===== config.mk =====
export PLATFORM = sky130hd
export DESIGN_NAME = mem_io_ctrl
export DESIGN_NICKNAME = d
export VERILOG_FILES = /design/src/rtl/mem_io_ctrl.sv
export SDC_FILE = /design/constraint.sdc
export NUM_CORES = 1
export LEC_CHECK = 0
export BUFFER_PORTS_ARGS = -buffer_cell sky130_fd_sc_hd__buf_4
export CORE_MARGIN = 8
export CORE_UTILIZATION = 40
export CTS_BUF_LIST = sky130_fd_sc_hd__clkbuf_8
export DETAILED_ROUTE_END_ITERATION = 10
export GPL_ROUTABILITY_DRIVEN = 0
export PLACE_DENSITY_LB_ADDON = 0.15
export SKIP_CTS_REPAIR_TIMING = 1
export SLEW_MARGIN = 40
export SYNTH_ARGS = -nofsm -noshare
export SYNTH_HDL_FRONTEND = slang
export SYNTH_SLANG_ARGS = --single-unit

===== constraint.sdc =====
create_clock -name Clk -period 2.3 [get_ports Clk]
set_input_delay 0.69 -clock Clk [delete_from_list [all_inputs] [get_ports Clk]]
set_output_delay 0.69 -clock Clk [all_outputs]
set_load 0.01 [all_outputs]

===== src/rtl/mem_io_ctrl.sv =====
// mem_io_ctrl: turns level-sensitive read/write requests from the SLC-3
// control unit into timed asynchronous-SRAM strobes, returns read data to
// the MDR mux and pulses Mem_Rdy once per completed access.
// Optional feature macro: MEM_IO_HEX_EN -- address 16'hFFFF becomes a
// memory-mapped port (reads return Switches, writes load HEX_reg).
module mem_io_ctrl #(
  parameter int WAIT_CYCLES = 2
) (
  input  logic        Clk,
  input  logic        Reset,
  input  logic        Mem_OE,
  input  logic        Mem_WE,
  input  logic [15:0] MAR,
  input  logic [15:0] MDR_out,
  input  logic [15:0] Switches,
  input  logic [15:0] Data_from_SRAM,
  output logic [15:0] Data_to_CPU,
  output logic        Mem_Rdy,
  output logic [15:0] Data_to_SRAM,
  output logic        Data_oe,
  output logic [19:0] ADDR,
  output logic        CE_N,
  output logic        OE_N,
  output logic        WE_N,
  output logic        UB_N,
  output logic        LB_N,
  output logic [15:0] HEX_reg
);

  typedef enum logic [2:0] {
    ST_IDLE    = 3'd0,
    ST_READ    = 3'd1,
    ST_WRITE   = 3'd2,
    ST_DONE    = 3'd3,
    ST_RELEASE = 3'd4
  } state_t;

  // Counter value on the last strobe-active cycle of an SRAM access.
  localparam logic [3:0] LP_LAST = 4'(WAIT_CYCLES - 1);

  state_t      r_state;
  logic [3:0]  r_cnt;
  logic        r_io;
  logic [15:0] r_dcpu;
  logic        r_rdy;
  logic [15:0] r_wdata;
  logic        r_doe;
  logic [19:0] r_addr;
  logic        r_ce_n;
  logic        r_oe_n;
  logic        r_we_n;
  logic        r_ub_n;
  logic        r_lb_n;
  logic        w_io_addr;

`ifdef MEM_IO_HEX_EN
  logic [15:0] r_hex;

  assign w_io_addr = (MAR == 16'hFFFF);

  // Hex display register, loaded on the single cycle of an I/O write.
  // The latched write data is used so a request that drops early still
  // shows the value that was presented when the access started.
  always_ff @(posedge Clk) begin
    if (!Reset) begin
      r_hex <= 16'h0000;
    end else if ((r_state == ST_WRITE) && r_io) begin
      r_hex <= r_wdata;
    end else begin
      r_hex <= r_hex;
    end
  end

  assign HEX_reg = r_hex;
`else
  assign w_io_addr = 1'b0;
  assign HEX_reg   = 16'h0000;
`endif

  // Access FSM: request decode, wait counting, strobe generation, capture.
  always_ff @(posedge Clk) begin
    if (!Reset) begin
      r_state <= ST_IDLE;
      r_cnt   <= 4'd0;
      r_io    <= 1'b0;
      r_dcpu  <= 16'h0000;
      r_rdy   <= 1'b0;
      r_wdata <= 16'h0000;
      r_doe   <= 1'b0;
      r_addr  <= 20'h00000;
      r_ce_n  <= 1'b1;
      r_oe_n  <= 1'b1;
      r_we_n  <= 1'b1;
      r_ub_n  <= 1'b1;
      r_lb_n  <= 1'b1;
    end else begin
      r_rdy <= 1'b0;
      case (r_state)
        ST_IDLE: begin
          // Write wins when both requests are high.
          if (Mem_WE) begin
            r_addr  <= {4'h0, MAR};
            r_wdata <= MDR_out;
            r_cnt   <= 4'd0;
            r_io    <= w_io_addr;
            r_state <= ST_WRITE;
            if (!w_io_addr) begin
              r_ce_n <= 1'b0;
              r_we_n <= 1'b0;
              r_ub_n <= 1'b0;
              r_lb_n <= 1'b0;
              r_doe  <= 1'b1;
            end
          end else if (Mem_OE) begin
            r_addr  <= {4'h0, MAR};
            r_cnt   <= 4'd0;
            r_io    <= w_io_addr;
            r_state <= ST_READ;
            if (!w_io_addr) begin
              r_ce_n <= 1'b0;
              r_oe_n <= 1'b0;
              r_ub_n <= 1'b0;
              r_lb_n <= 1'b0;
            end
          end else begin
            r_state <= ST_IDLE;
          end
        end
        ST_READ: begin
          if (!Mem_OE) begin
            // Aborted read: release the bus without touching Data_to_CPU.
            r_ce_n  <= 1'b1;
            r_oe_n  <= 1'b1;
            r_ub_n  <= 1'b1;
            r_lb_n  <= 1'b1;
            r_state <= ST_IDLE;
          end else if (r_io) begin
            r_dcpu  <= Switches;
            r_rdy   <= 1'b1;
            r_state <= ST_DONE;
          end else if (r_cnt == LP_LAST) begin
            r_dcpu  <= Data_from_SRAM;
            r_rdy   <= 1'b1;
            r_ce_n  <= 1'b1;
            r_oe_n  <= 1'b1;
            r_ub_n  <= 1'b1;
            r_lb_n  <= 1'b1;
            r_state <= ST_DONE;
          end else begin
            r_cnt <= r_cnt + 4'd1;
          end
        end
        ST_WRITE: begin
          // Writes always run to completion once started.
          if (r_io || (r_cnt == LP_LAST)) begin
            r_rdy   <= 1'b1;
            r_ce_n  <= 1'b1;
            r_we_n  <= 1'b1;
            r_ub_n  <= 1'b1;
            r_lb_n  <= 1'b1;
            r_doe   <= 1'b0;
            r_state <= ST_DONE;
          end else begin
            r_cnt <= r_cnt + 4'd1;
          end
        end
        ST_DONE: begin
          if (Mem_OE || Mem_WE) begin
            r_state <= ST_RELEASE;
          end else begin
            r_state <= ST_IDLE;
          end
        end
        ST_RELEASE: begin
          // Hold here until the request is dropped so it cannot retrigger.
          if (!Mem_OE && !Mem_WE) begin
            r_state <= ST_IDLE;
          end else begin
            r_state <= ST_RELEASE;
          end
        end
        default: begin
          r_ce_n  <= 1'b1;
          r_oe_n  <= 1'b1;
          r_we_n  <= 1'b1;
          r_ub_n  <= 1'b1;
          r_lb_n  <= 1'b1;
          r_doe   <= 1'b0;
          r_state <= ST_IDLE;
        end
      endcase
    end
  end

  assign Data_to_CPU  = r_dcpu;
  assign Mem_Rdy      = r_rdy;
  assign Data_to_SRAM = r_wdata;
  assign Data_oe      = r_doe;
  assign ADDR         = r_addr;
  assign CE_N         = r_ce_n;
  assign OE_N         = r_oe_n;
  assign WE_N         = r_we_n;
  assign UB_N         = r_ub_n;
  assign LB_N         = r_lb_n;

endmodule


==> run_results.csv, run 1 <==
group,metric,value,unit
outcome,status,"complete, no violations",
critical_path,crit_path_end_kind,"flip-flop",
sta,tns,0,ns
layout,drive_above_1_share,0.308,
drt,wl_per_cell,13.9,µm
cts,htree_levels,3,
global_routing,antenna_found_initial,0,
hold_path,hold_class,"flip-flop to flip-flop",
drt,drt_first_pass_iters,4,
power,vdd_drop_max,0.331,mV
critical_path,critPathArrivalTime,2.20,ns
cts,clkTransAtPathRegs,0.07,ns
synth,syn_area_per_cell,8.25,µm²
cts,clockBufferDepth,2,
job,max_cap_violations,0,
drt,routed_wirelength,7.08,mm
sta,max_freq,506,MHz
synth,yosys.area.top_type,"dfxtp_1",
place,dp_cells,493,
cts,cts_tree,"done",
critical_path,criticalPathCategory,"flip-flop to flip-flop",
drt,final_antenna_net_count,0,
drt,vias,2388,
sta,finClkSkew,0.00488,ns
global_routing,grt_pass1_vias,2285,
power,p_per_area,748,nW/µm²
floorplanning,ios,143,
cts,clock_latency,0.33,ns
synth,yosys_warnings,0,
floorplanning,die_h,97.9,µm
floorplanning,dieWidth,97.9,µm
power,leakagePower,1.64,nW
critical_path,crit_slowest_cell,"or3b_1",
cts,cts_buffers,9,
layout,finalNetCount,494,
sta,rsz0062_at_grt,"false",
synth,synth_edf_count,0,
synth,synth_area_leaders,"dfxtp_1 (45%), nand2_1 (14%), a21boi_0 (10%)",
global_routing,track_usage,0.150,
critical_path,crit_path_max_fanout,8,
floorplanning,row_count,30,
global_routing,grt_overflow,0,
critical_path,path_cells,"ha_1, or3b_1, buf_4, o21ai_0, a21oi_1, a32o_1",
layout,fin_cells,509,
synth,synth_flop_cell,"dfxtp_1",
place,post-dp-hpwl,5.09,mm
place,numPortBuffers,106,
synth,synth_cell_types,41,
sta,hold_violations,0,
floorplanning,dieArea,9580,µm²
sta,finalCriticalPeriod,1.98,ns
sta,hold_slack,0.449,ns
synth,synth.most_common_cell,"nand2_1",
sta,worst_pin_slew,0.706,ns
layout,postLayoutCoreUtil,0.554,
power,p_total,2.75,mW
layout,antennaDiodeCount,0,
critical_path,cp-start-kind,"flip-flop",
synth,ys_ff_latch,60,
global_routing,grt_pass1_wl,11.7,mm
layout,nFillCells,666,
synth,synth_area,2680,µm²
synth,syn-instance-count,325,
sta,drv_slew,0,
sta,period_share,0.860,
synth,netlist_top_cells_count,"nand2_1 (102), dfxtp_1 (60), a21boi_0 (37)",
critical_path,crit_required,2.52,ns
cts,cts_sinks,60,
floorplanning,core,6640,µm²
synth,synth_top_area_share,0.448,
drt,drt-initial-drc-count,73,
drt,remaining_drc_errors,0,
sta,relSlewSlack,0.529,
global_routing,grt_max_degree,61,
layout,areaGrowthSynthToFinish,37.2,%
critical_path,max_stage_delay,0.42,ns
floorplanning,start_util,0.404,
cts,cts_root_buf,"clkbuf_8",
synth,ys_seq_area_frac,0.448,
drt,vias_per_cell,4.69,
synth,synthArstFlopShare,0,
sta,finalSetupViolCount,0,
critical_path,reg2reg_slack,0.32,ns
[placed cells by master (no fill, tap or decap), types with 3 or more instances in the layout]
cell type,n
inv_1,5
nor2b_1,5
bufinv_16,3
o21ai_0,8
nor2_1,11
conb_1,20
a21boi_0,37
a21oi_1,6
nand2b_1,3
a21boi_1,11
clkbuf_8,11
nand2_1,102
buf_4,112
dfxtp_1,60
[report_power, final]
group / internal (mW) / switching (mW) / total [mW]
Sequential: 1.10 / 0.0446 / 1.14
Combinational: 0.210 / 0.217 / 0.428
Clock: 0.773 / 0.411 / 1.18
Total: 2.08 / 0.673 / 2.75
[per-layer routing]
metal	vias up	track usage	share of wire
li1	1230	-	-
met5	-	0	0
met4	0	0.0755	0.016
met2	69	0.236	0.46
met3	12	0.0441	0.065
met1	1077	0.181	0.46
[per-stage QoR]
stage	instance area, µm²	setup slack, ns
5_1_grt	3680	0.170
3_3_place_gp	3430	0.384
2_1_floorplan	2750	0.334
3_5_place_dp	3430	0.346
4_1_cts	3680	0.319
6_report	3680	0.323
[kinds of logic after synthesis]
group	synth area share
xor+xnor	0.00327
fa+ha+maj	0.00933
compound gates	0.203
buf+inv	0.106
mux	0.00373
flops	0.448
simple gates	0.225
other cells	0.00140
[sequential cells by signal (all words and copies together) (netlist names)]
register / flops
Data_oe: 1
ADDR: 16
WE_N: 1
Mem_Rdy: 1
OE_N: 1
r_state: 3
LB_N: 1
r_cnt: 4
Data_to_CPU: 16
Data_to_SRAM: 16
[critical path, delay by kind of cell, from the launching register on]
family	cells	cell delay, ns
compound gates	3	0.66
simple gates	1	0.42
flops	1	0.41
fa+ha+maj	1	0.19
buf+inv	1	0.19
[worst paths after layout]
kind,from,end,depth (start not counted)
min,Data_oe$_SDFFE_PN0P_,Data_oe$_SDFFE_PN0P_,2
max reg2reg,r_cnt[0]$_SDFFE_PN0P_,r_cnt[3]$_SDFFE_PN0P_,6
min reg2reg,Data_oe$_SDFFE_PN0P_,Data_oe$_SDFFE_PN0P_,2
max,r_cnt[0]$_SDFFE_PN0P_,r_cnt[3]$_SDFFE_PN0P_,6
[area by class of cell]
type,count,area [µm²],area share
Multi-Input combinational cell,237,1270,0.346
Sequential cell,60,1200,0.326
Timing Repair Buffer,112,841,0.228
Clock buffer,11,151,0.0411
Tap cell,80,100,0.0272
Clock inverter,5,98.8,0.0269
Inverter,4,15.0,0.00408
Note: power is estimated with default switching activity, not from simulation.
==> run 2: changes to the inputs <==
==> constraint.sdc (replaced) <==
create_clock -name Clk -period 2.3 [get_ports Clk]
set_input_delay 0.23 -clock Clk [delete_from_list [all_inputs] [get_ports Clk]]
set_output_delay 0.23 -clock Clk [all_outputs]
set_load 0.01 [all_outputs]
==> run_results.csv, run 2 (synthesized netlist as in run 1, its figures left out) <==
group,metric,value,unit
sta,drv_slew,0,
global_routing,grt_pass1_wl,11.6,mm
sta,finalCriticalPeriod,1.97,ns
power,vdd_drop_max,0.541,mV
sta,finalSetupViolCount,0,
layout,multiInputGateArea,1280,µm²
drt,vias_per_cell,4.68,
sta,relSlewSlack,0.568,
layout,fin_cells,508,
layout,layout_commonest_cell,"buf_4",
sta,rsz0062_at_grt,"false",
layout,nFillCells,660,
critical_path,critPathArrivalTime,2.20,ns
global_routing,track_usage,0.150,
power,p_per_area,682,nW/µm²
sta,finClkSkew,0.00381,ns
floorplanning,start_util,0.404,
cts,htree_levels,3,
drt,wl_per_cell,14.2,µm
drt,drt_first_pass_iters,4,
job,max_cap_violations,0,
critical_path,reg2reg_slack,0.33,ns
place,post-dp-hpwl,5.08,mm
sta,tns,0,ns
cts,clkTransAtPathRegs,0.07,ns
layout,finalNetCount,493,
place,numPortBuffers,106,
drt,remaining_drc_errors,0,
cts,clockBufferDepth,2,
layout,areaGrowthSynthToFinish,34.8,%
floorplanning,dieWidth,97.9,µm
critical_path,crit_path_max_fanout,8,
layout,drive_above_1_share,0.308,
layout,seqCellArea,1200,µm²
sta,worst_pin_slew,0.648,ns
place,pre_cts_ws,0.340,ns
critical_path,crit_path_end_kind,"flip-flop",
drt,final_antenna_net_count,0,
critical_path,cp-start-kind,"flip-flop",
critical_path,crit_required,2.53,ns
floorplanning,die_h,97.9,µm
hold_path,hold_class,"primary input to flip-flop",
global_routing,antenna_found_initial,0,
place,dp_cells,492,
global_routing,grt_overflow,0,
hold_path,min_from,"MAR[14]",
layout,antennaDiodeCount,0,
cts,clock_latency,0.34,ns
cts,cts_sinks,60,
sta,layout_setup_ws,0.330,ns
floorplanning,row_count,30,
cts,cts_buffers,9,
outcome,status,"complete, no violations",
critical_path,r2r-end,"r_cnt[3]$_SDFFE_PN0P_",
sta,period_share,0.856,
layout,layout_common_cells,"buf_4 (111), nand2_1 (102), dfxtp_1 (60), a21boi_0 (37), conb_1 (20)",
critical_path,r2r_start,"r_cnt[0]$_SDFFE_PN0P_",
cts,cts_tree,"done",
hold_path,holdPathStages,3,
drt,drt-initial-drc-count,94,
floorplanning,dieArea,9580,µm²
sta,hold_violations,0,
floorplanning,ios,143,
power,leakagePower,1.60,nW
hold_path,holdPathEnd,"ADDR[14]$_SDFFE_PN0P_",
critical_path,criticalPathCategory,"flip-flop to flip-flop",
layout,postLayoutCoreUtil,0.544,
cts,cts_root_buf,"clkbuf_8",
critical_path,reg2regPathDepth,6,
global_routing,grt_pass1_vias,2246,
drt,vias,2376,
floorplanning,core,6640,µm²
sta,max_freq,508,MHz
drt,routed_wirelength,7.22,mm
global_routing,grt_max_degree,61,
## run 2: worst max-delay path by stage
stage	startpoint	end	slack, ns
global route	r_state[0]$_SDFFE_PN0P_	Data_to_SRAM[8]$_SDFFE_PN0P_	0.17
detailed placement	r_cnt[0]$_SDFFE_PN0P_	r_cnt[3]$_SDFFE_PN0P_	0.34
global placement	r_cnt[0]$_SDFFE_PN0P_	r_cnt[3]$_SDFFE_PN0P_	0.36
floorplan	r_cnt[0]$_SDFFE_PN0P_	Data_to_CPU[10]$_SDFFE_PN0P_	0.33
finish	r_cnt[0]$_SDFFE_PN0P_	r_cnt[3]$_SDFFE_PN0P_	0.33
CTS	r_cnt[0]$_SDFFE_PN0P_	r_cnt[3]$_SDFFE_PN0P_	0.33
## run 2: worst max-delay path, stage by stage, from the launching register on
cell	delay (ns)
dfxtp_1	0.40
ha_1	0.19
or3b_1	0.43
buf_4	0.20
o21ai_0	0.16
a21oi_1	0.20
a32o_1	0.28
## run 2: final cells by class
| type | count | area share |
|---|---|---|
| Inverter | 4 | 0.00415 |
| Clock buffer | 12 | 0.0457 |
| Clock inverter | 4 | 0.00623 |
| Tap cell | 80 | 0.0277 |
| Timing Repair Buffer | 111 | 0.230 |
| Multi-Input combinational cell | 237 | 0.354 |
| Sequential cell | 60 | 0.332 |
## run 2: report_power, final
part	internal (mW)	switching (mW)
clock network	0.474	0.425
registers	1.10	0.0387
logic	0.207	0.226
total	1.78	0.690
## run 2: layer usage
metal	share of wire	wire length, µm	GRT usage
met3	0.072	521	0.0647
met2	0.45	3280	0.224
met5	0	0	0
met4	0.011	83	0.0552
met1	0.46	3340	0.185
## run 2: per-stage QoR
step | hold slack (ns) | area (µm²) | power, mW
after floorplan | 0.365 | 2750 | 1.42
after global placement | 0.441 | 3420 | 1.59
after detailed placement | 0.441 | 3430 | 1.60
after CTS | 0.122 | 3620 | 2.51
after global routing | 0.122 | 3620 | 2.61
final | 0.135 | 3620 | 2.47
